[config.mk]
export PLATFORM = sky130hd
export DESIGN_NAME = or_window_accumulator
export DESIGN_NICKNAME = d
export VERILOG_FILES = /design/src/rtl/or_window_accumulator.sv
export SDC_FILE = /design/constraint.sdc
export NUM_CORES = 1
export LEC_CHECK = 0
export CAP_MARGIN = 0
export CORE_ASPECT_RATIO = 0.75
export CORE_MARGIN = 4
export CORE_UTILIZATION = 35
export CTS_CLUSTER_SIZE = 24
export DETAILED_ROUTE_END_ITERATION = 10
export PLACE_DENSITY_LB_ADDON = 0.08
export SETUP_SLACK_MARGIN = 0.15
export SLEW_MARGIN = 20
export SYNTH_ARGS = -nofsm -noshare
export SYNTH_HDL_FRONTEND = slang
export SYNTH_SLANG_ARGS = --single-unit
[constraint.sdc]
create_clock -name clk -period 1.7 [get_ports clk]
set_clock_uncertainty 0.2 [all_clocks]
set_input_delay 0.425 -clock clk [delete_from_list [all_inputs] [get_ports clk]]
set_output_delay 0.425 -clock clk [all_outputs]
set_load 0.02 [all_outputs]
[src/rtl/or_window_accumulator.sv]
// Purpose: ORs the masked input lanes per sample; registers it per sample (mode 0) or OR-accumulates a window (mode 1).
// Latency: result and res_valid pulse appear 1 cycle after the sample that completes them.
// Backpressure: none; a sample is taken every cycle in_valid is high, unless that cycle is a clear or a mode change.
module or_window_accumulator #(
    parameter  int WIDTH    = 8,
    parameter  int CHANNELS = 4,
    parameter  int WINDOW   = 4,
    localparam int CW       = $clog2(WINDOW)
) (
    input  logic                      clk,
    input  logic                      rst_n,
    input  logic                      in_valid,
    input  logic [CHANNELS*WIDTH-1:0] in_data,
    input  logic [CHANNELS-1:0]       chan_mask,
    input  logic                      mode,
    input  logic                      clear,
    output logic [WIDTH-1:0]          res,
    output logic                      res_valid,
    output logic                      busy,
    output logic [CW-1:0]             sample_cnt
);

    typedef enum logic {
        IDLE  = 1'b0,
        ACCUM = 1'b1
    } state_t;

    localparam logic [CW-1:0] LAST_CNT = CW'(WINDOW - 1);

    state_t           state, state_nxt;
    logic [WIDTH-1:0] acc, acc_nxt;
    logic [CW-1:0]    cnt, cnt_nxt;
    logic [WIDTH-1:0] res_nxt;
    logic             res_valid_nxt;
    logic             mode_q;
    logic [WIDTH-1:0] sample_or;
    logic             abort;

    // OR of every lane whose mask bit is set; all-zero mask gives zero.
    always_comb begin
        sample_or = '0;
        for (int i = 0; i < CHANNELS; i++) begin
            if (chan_mask[i]) begin
                sample_or = sample_or | in_data[i*WIDTH +: WIDTH];
            end
        end
    end

    // A mode change behaves exactly like clear: the window and the sample are dropped.
    assign abort = clear || (mode != mode_q);

    // Next-state and result logic; priority is abort first, then the sample.
    always_comb begin
        state_nxt     = state;
        acc_nxt       = acc;
        cnt_nxt       = cnt;
        res_nxt       = res;
        res_valid_nxt = 1'b0;
        if (abort) begin
            state_nxt = IDLE;
            acc_nxt   = '0;
            cnt_nxt   = '0;
        end else if (in_valid) begin
            if (!mode) begin
                res_nxt       = sample_or;
                res_valid_nxt = 1'b1;
            end else if (cnt == LAST_CNT) begin
                res_nxt       = acc | sample_or;
                res_valid_nxt = 1'b1;
                acc_nxt       = '0;
                cnt_nxt       = '0;
                state_nxt     = IDLE;
            end else begin
                acc_nxt   = acc | sample_or;
                cnt_nxt   = cnt + CW'(1);
                state_nxt = ACCUM;
            end
        end
    end

    // State register; reset discards any partial window.
    always_ff @(posedge clk or negedge rst_n) begin
        if (!rst_n) begin
            state <= IDLE;
        end else begin
            state <= state_nxt;
        end
    end

    // Datapath registers: accumulator, counter, result and the registered mode.
    always_ff @(posedge clk or negedge rst_n) begin
        if (!rst_n) begin
            acc       <= '0;
            cnt       <= '0;
            res       <= '0;
            res_valid <= 1'b0;
            mode_q    <= 1'b0;
        end else begin
            acc       <= acc_nxt;
            cnt       <= cnt_nxt;
            res       <= res_nxt;
            res_valid <= res_valid_nxt;
            mode_q    <= mode;
        end
    end

    assign busy       = (state == ACCUM);
    assign sample_cnt = cnt;

endmodule

* Word level (Yosys, flattened, before mapping) *
Index checks and enable logic that the tools add are counted.

operators by class
  bitwise logic cells = 5
  reduce and logical (&&, ||, !) cells = 5
  mux-type cells = 22
  shift operators = 0
  eq/ne operators = 3
  multiply operators = 0
  divide/modulo/power cells = 0
  add/subtract/negate cells = 1
  order comparisons = 0

operators with widths
  cell                                                                     number
  8-bit two-way mux                                                        10
  8-bit bitwise OR                                                         4
  1-bit two-way mux                                                        8
  2-bit two-way mux                                                        4
  2-bit nonzero test                                                       2
  3-bit AND reduction                                                      1
  2-bit by 1-bit adder with 2-bit output, second input constant            1
  2-bit == test, second input constant                                     1
  2-bit by 1-bit inequality test with 1-bit output, second input constant  1
  2-bit AND reduction                                                      1
  1-bit logical OR                                                         1
  1-bit inequality test                                                    1
  1-bit NOT                                                                1

storage, ports and cells
  bits in latches = 0
  memories = 0
  bits in writable memories = 0
  bits in read-only memories = 0
  register bits after elaboration = 21
  output and inout port bits = 12
  bits of input ports = 41
  word-level logic and storage cells = 42

* Depth between registers and ports, before layout *
Gate-level depths: netlist of run 1.

  depth after elaboration = 12
  depth in mapped cells = 5
  depth with buffers taken out = 4

* Least setup slack after synthesis of run 1 *
No wires, ideal clock.

  kind = register to register
  start point = register cnt[0], in the netlist sample_cnt[0]
  end point = register acc[0]
  clock period less this slack = 1,643 ps
  buffers on the path = 1
  library setup time = 101 ps
  cell stages (with the launch flop) = 5
  slack = 57 ps
  arrival = 1,342 ps
  required time = 1,399 ps
  cells stage by stage = dfrtp_1 > ha_1 > or3b_1 > buf_6 > o32ai_1

on the way
  longest elaborated chain between the ends = 5

RTL lines
  item                    RTL line  source
  from (decl)             32        logic [CW-1:0] cnt, cnt_nxt;
  from (signal assigned)  100       cnt <= cnt_nxt;
  2-bit == test           67        end else if (cnt == LAST_CNT) begin
  8-bit two-way mux       67
  8-bit two-way mux       64        if (!mode) begin
  8-bit two-way mux       63        end else if (in_valid) begin
  8-bit two-way mux       59        if (abort) begin
  to (signal assigned)    99        acc <= acc_nxt;
  to (decl)               31        logic [WIDTH-1:0] acc, acc_nxt;

No other way between the ends. The select of a mux whose other input is x is not followed.
A chain may end at the register's enable or synchronous reset.

* Worst setup path in the final report of run 1 *
  start point = register cnt[0], in the netlist sample_cnt[0]
  end point = register res[6]

on the way
  longest elaborated chain between the ends = 3

RTL lines
  item                                                               RTL line  source
  2-bit == test                                                      67
  2-bit by 1-bit inequality test with 1-bit output (no source line)  n/a
  3-bit AND reduction (no source line)                               n/a
  to (signal assigned)                                               101       res <= res_nxt;
  to (decl)                                                          17        output logic [WIDTH-1:0] res,

No other way between the ends.

==> reports/summary.txt, run 1 <==
Die footprint - 4300 sq um
Hold Fails Final Rpt - 0
Post-DR vias/cell - 5.28
R2R Path Start - sample_cnt[0]
Pre-CTS setup slack - -0.482 ns
Number of synthesized flops with an enable pin - 0
Register bit total from synthesis - 21
Worst EP required - 1.68 ns
Placed Area - 1810 sq um
Clock Latency Late Sink - 0.27 ns
CTS tree - built
Combinational share of power - 31.9%
Max FO, Critical Path - 5
Critical setup path kind - reg -> reg
Clk slew on worst S/H paths - 0.08 ns
PD cells - 698 nW/um^2
First-pass GRT wire length - 5920 um
Hold_buf cts - 0
Final core occ - 62.6%
Top-area cell type share of the netlist area - 45.4%
GRT overflow - 0
Largest stage delay, worst path - 0.41 ns
Avg Cell Area, Syn - 9.98 sq um
CTS H-tree lvls - 1
CP Cell Sequence - ha_4, nand3_2, a21oi_4, buf_6, mux2i_2
First DRT Iteration DRCs - 56
Seq/Total Area, Yosys - 45.4%
Layout fillers - 268
Dpl cells - 214
Clk sinks - 21
Worst reg2reg endpoint - res[6]
Clk root buf - clkbuf_8
Most frequent cells after synthesis - 21 x dfrtp_1, 16 x a22o_1, 16 x inv_1, 10 x nor2_1
Post-CTS setup buffer count - 0
Worst EP arrival - 1.54 ns
Reg2reg setup slack - 0.14 ns
Nets - 224
Vias in the first global route - 1248
Synthesized cell area - 1160 sq um
Min-delay worst type - in -> async
Final HPWL DP - 2820 um
Area leader, netlist - dfrtp_1
Crit. End Element - flip-flop
Mapped Cells - 116
R2R cell count - 5
Critical Path Slowest Stage Cell - dfrtp_2
Fin cells - 219
Lkg Pwr - 0.839 nW
NetSw - 0.410 mW
Measured slew at the worst slew-check pin - 0.364 ns
# Max-Cap Violations - 0
Unique masters post-synth - 24
IO buf count - 52
Area growth syn-to-layout - 65.7%
Yosys warns - 0
Synth top area cells - dfrtp_1 45%, a22o_1 12%, mux2i_1 6.9%, o32ai_1 6.1%, a211oi_1 5.2%
Ratio of cells with drive above 1 in the final layout - 30.9%
Largest net degree at the start of global routing - 22
Row count - 17
Count of pins over their slew limit - 0
DRC - 0
DRT Pass-1 Iters - 4
Min cycle time layout - 1.56 ns
Clk network pwr share - 24.9%
Startpoint types - flip-flop
Main synth FF type - dfrtp_1
Die Span Y - 57.8 um
Crit share post-route - 91.8%
Fraction of registers with async set/reset - 100%
Switch share - 30.6%
Pint - 0.928 mW
Clk buf depth - 2
Final setup fails - 0
Die X-Extent - 74.4 um
Initial antenna violation count - 0
DR vias - 1156
Routability cong. - 0.730
RSZ-0062 raised after global routing - true
Max_slew headroom - 75.7%
IR drop worst, VDD - 0.465 mV
Avg WL per Cell - 16.9 um
Status - completed
DRT Wirelength - 3710 um
Seq pwr share - 43.2%
Net count after synthesis - 158
Core ar. - 3060 sq um
Total Routing Usage GR - 17.9%
CTS buffer count - 3
Worst setup margin - 0.139 ns
Fmax - 641 MHz
Antenna diodes - 0
I/O Pins - 53
Routed Antenna Nets - 0
Initial Utilization - 37.8%
Most frequent cell after synthesis - dfrtp_1
Final instance area - 1920 sq um
==> layout by cell type (no fill, tap or decap) <==
| cell | n |
|---|---|
| a22o_1 | 16 |
| clkdlybuf4s15_1 | 1 |
| clkdlybuf4s15_2 | 1 |
| o21ai_0 | 2 |
| a22oi_1 | 1 |
| a21oi_1 | 2 |
| nor2_1 | 9 |
| buf_6 | 1 |
| buf_4 | 15 |
| clkdlybuf4s50_1 | 33 |
| nor2b_1 | 3 |
| nor2_2 | 1 |
| inv_1 | 16 |
| clkinv_2 | 1 |
| a211oi_2 | 3 |
| nand3_2 | 1 |
| nor3b_1 | 1 |
| nand2_1 | 3 |
| mux2i_2 | 1 |
| o32ai_1 | 1 |
| buf_2 | 10 |
| or3b_4 | 1 |
| dfrtp_1 | 19 |
| clkbuf_8 | 3 |
| dlygate4sd2_1 | 6 |
| clkbuf_2 | 2 |
| o32ai_2 | 7 |
| dfrtp_2 | 2 |
| nand2b_4 | 1 |
| mux2i_1 | 7 |
| a21oi_4 | 2 |
| or2_4 | 1 |
| and2_4 | 1 |
| a211oi_1 | 5 |
| ha_4 | 1 |
| mux2_2 | 1 |
==> worst max-delay path: cells and delay by family, from the launching register on <==
| family | cells | cell delay, ns |
|---|---|---|
| AOI/OAI and AO/OA | 1 | 0.19 |
| adders and majority gates | 1 | 0.18 |
| and+or+nand+nor | 1 | 0.11 |
| buffers and inverters | 1 | 0.17 |
| DFF | 1 | 0.41 |
| muxes | 1 | 0.22 |
==> power by group through the flow <==
stage | registers, mW | logic [mW] | clock network [mW]
final | 0.578 | 0.427 | 0.334
after global routing | 0.586 | 0.462 | 0.362
after CTS | 0.581 | 0.437 | 0.338
after detailed placement | 0.589 | 0.441 | 0
after global placement | 0.588 | 0.432 | 0
after floorplan | 0.645 | 0.131 | 0
==> layout make-up <==
class	instances	area, sq um	area share [%]
flip-flops and latches	21	528	27.5
inverters	16	60.1	3.13
clock inverters	1	5.00	0.261
repair buffers	69	588	30.7
clock buffers	3	41.3	2.15
well taps	38	47.5	2.48
multi-input cells	71	648	33.8
==> worst max-delay path by stage <==
stage | endpoint | startpoint | slack (ns) | cells after the start
after detailed placement | acc[2] | mode | -0.48 | 5
after CTS | sample_cnt[0] | sample_cnt[0] | 0.05 | 1
final | res[6] | sample_cnt[0] | 0.14 | 5
after global placement | acc[7] | mode | -0.38 | 5
after floorplan | acc[0] | sample_cnt[0] | 0.15 | 4
after global routing | res[6] | sample_cnt[0] | 0.06 | 5
==> repair_timing <==
item                                    CTS  global route
endpoints found under the setup margin   31            25
cloned                                    1             0
hold endpoints to repair                  0             0
pin swaps                                 3             3
resized for setup                        55            19
==> per-layer routing <==
layer | wire [um] | track usage (%) | share of wire [%] | up-vias
met4 | 29 | 3.81 | 0.78 | 0
met1 | 1580 | 23.2 | 43 | 558
met3 | 228 | 4.33 | 6.2 | 4
li1 | - | - | - | 550
met2 | 1870 | 30.2 | 50 | 44
met5 | 0 | 0 | 0 | -
==> logic make-up after synthesis <==
group / synth area share, %
fa+ha+maj: 1.08
mux: 7.89
buf+inv: 9.51
simple gates: 9.51
compound gates: 26.6
flops: 45.4
==> sequential cells by signal (all words and copies together), names as in the netlist <==
| register | count |
|---|---|
| res_valid | 1 |
| mode_q | 1 |
| res | 8 |
| busy | 1 |
| acc | 8 |
| sample_cnt | 2 |
==> stage by stage <==
step	TNS, ns	total power [mW]	hold WS (ns)
finish	0	1.34	0.298
global route	0	1.41	0.328
CTS	0	1.36	0.311
detailed placement	-7.32	1.03	0.308
global placement	-6.22	1.02	0.303
floorplan	0	0.776	-0.0706
No activity file was read; power rests on OpenSTA's default activity.
==> run 2: changes to the inputs <==
--- a/config.mk
+++ b/config.mk
@@ -5,6 +5,7 @@
 export SDC_FILE = /design/constraint.sdc
 export NUM_CORES = 1
 export LEC_CHECK = 0
+export ABC_CLOCK_PERIOD_IN_PS = 1700
 export CAP_MARGIN = 0
 export CORE_ASPECT_RATIO = 0.75
 export CORE_MARGIN = 4
==> results of run 2 <==
The final DEF is identical to that of run 1; final timing and power are the same.
==> run 3: changes to the inputs <==
--- a/config.mk
+++ b/config.mk
@@ -12,6 +12,7 @@
 export CORE_UTILIZATION = 35
 export CTS_CLUSTER_SIZE = 24
 export DETAILED_ROUTE_END_ITERATION = 10
+export GPL_TIMING_DRIVEN = 0
 export PLACE_DENSITY_LB_ADDON = 0.08
 export SETUP_SLACK_MARGIN = 0.15
 export SLEW_MARGIN = 20
==> reports/summary.txt, run 3 (same netlist as run 1, synthesis figures left out) <==
DRC - 0 (unchanged)
Total Routing Usage GR - 16.4% (-1.5 points)
Most common cell after layout, fill and taps aside - clkdlybuf4s50_1
IO buf count - 48 (-7.7%)
Clk root buf - clkbuf_8
Hold Fails Final Rpt - 0 (unchanged)
IR drop worst, VDD - 0.333 mV (-28%)
Clk slew on worst S/H paths - 0.08 ns (about the same)
Min-delay worst type - in -> async
Hold WS - 0.212 ns (-0.0857 ns)
I/O Pins - 53 (unchanged)
Commonest cells after routing, fill and taps aside - 32 x clkdlybuf4s50_1, 19 x dfrtp_1, 16 x inv_1, 16 x a22o_1, 9 x nor2_1
Die Span Y - 57.8 um (unchanged)
DRT Wirelength - 3450 um (-6.9%)
Min cycle time layout - 1.56 ns (+0.00151 ns)
Reg2reg setup slack - 0.14 ns (about the same)
Ratio of cells with drive above 1 in the final layout - 25.9% (-5.1 points)
Clk buf depth - 2 (unchanged)
CTS buffer count - 3 (unchanged)
Critical setup path kind - reg -> reg
Final core occ - 61.3% (-1.3 points)
Fmax - 640 MHz (about the same)
Vias in the first global route - 1102 (-12%)
Routed Antenna Nets - 0 (unchanged)
Avg WL per Cell - 16.3 um (-3.8%)
Reg area - 528 sq um (unchanged)
Max_slew headroom - 38.0% (-38 points)
# Max-Cap Violations - 0 (unchanged)
Startpoint types - flip-flop
Measured slew at the worst slew-check pin - 0.930 ns (+0.565 ns)
Final setup fails - 0 (unchanged)
Post-DR vias/cell - 5.16 (-2.3%)
Crit share post-route - 91.9% (about the same)
Die X-Extent - 74.4 um (unchanged)
Worst EP required - 1.66 ns (-0.02 ns)
Layout fillers - 256 (-4.5%)
Largest net degree at the start of global routing - 22 (unchanged)
Die footprint - 4300 sq um (unchanged)
CTS H-tree lvls - 1 (unchanged)
Routability cong. - 0.696 (-4.6%)
First-pass GRT wire length - 5400 um (-8.8%)
Initial antenna violation count - 0 (unchanged)
Core ar. - 3060 sq um (unchanged)
Row count - 17 (unchanged)
Setup TNS - 0 ns (unchanged)
Multi-input logic area - 641 sq um (-1.2%)
Nets - 217 (-3.1%)
CTS tree - built
PD cells - 704 nW/um^2 (+0.95%)
Clock Latency Late Sink - 0.26 ns (about the same)
Lkg Pwr - 0.798 nW (-4.8%)
Max FO, Critical Path - 8 (+3)
DRT Pass-1 Iters - 4 (unchanged)
RSZ-0062 raised after global routing - true
DR vias - 1093 (-5.4%)
Initial Utilization - 37.8% (unchanged)
Count of pins over their slew limit - 0 (unchanged)
First DRT Iteration DRCs - 65 (+16%)
Worst EP arrival - 1.52 ns (-0.02 ns)
Final HPWL DP - 2530 um (-10%)
Tot Pwr - 1.32 mW (-1.2%)
Antenna diodes - 0 (unchanged)
Clk sinks - 21 (unchanged)
Area growth syn-to-layout - 62.3%
Crit. End Element - flip-flop
GRT overflow - 0 (unchanged)
Status - completed
[run 3: cell type report]
class                   instances  area share [%]
plain buffers                   8            3.06
clock buffers                   4            2.40
inverters                      16            3.20
multi-input cells              71            34.1
flip-flops and latches         21            28.1
well taps                      38            2.53
repair buffers                 54            26.6
[run 3: through the flow]
step | instance area, sq um | worst slack, ns | instances
floorplan | 1170 | 0.151 | 116
global placement | 1700 | -0.557 | 202
detailed placement | 1700 | -0.579 | 202
CTS | 1790 | 0.107 | 210
global route | 1880 | 0.0853 | 212
finish | 1880 | 0.137 | 212
[run 3: what timing repair did]
| action | in CTS | in global routing |
|---|---|---|
| hold buffers | 0 | 0 |
| setup endpoints to repair | 34 | 21 |
| resized for setup | 45 | 24 |
| gates cloned | 1 | 0 |
| pin swaps | 0 | 6 |
| setup buffers | 3 | 2 |
| hold endpoints to repair | 0 | 0 |
[run 3: final timing paths]
kind,from,cells after the start,endpoint
hold / removal,rst_n,1,res_valid
min in group clk,mode,1,mode_q
hold reg to reg,res[4],2,res[4]
setup / recovery,sample_cnt[1],4,acc[0]
setup reg to reg,sample_cnt[1],4,acc[0]
max in group asynchronous,rst_n,1,sample_cnt[0]
[run 3: routing by layer]
| metal | up-vias | track usage, % | part of all wire (%) |
|---|---|---|---|
| met4 | 0 | 1.78 | 0.20 |
| met5 | - | 0 | 0 |
| li1 | 536 | - | - |
| met1 | 524 | 21.7 | 44 |
| met2 | 31 | 26.7 | 49 |
| met3 | 2 | 5.55 | 6.4 |
[run 3: worst max-delay path, stage by stage (launching register included)]
cell     delay, ns
dfrtp_2       0.44
ha_4          0.19
or3b_1        0.36
buf_6         0.16
o32ai_2       0.11
[run 3: where the power goes]
group | total (mW) | switching (mW) | internal, mW
Clock | 0.329 | 0.162 | 0.167
Combinational | 0.416 | 0.205 | 0.211
Sequential | 0.578 | 0.0266 | 0.552
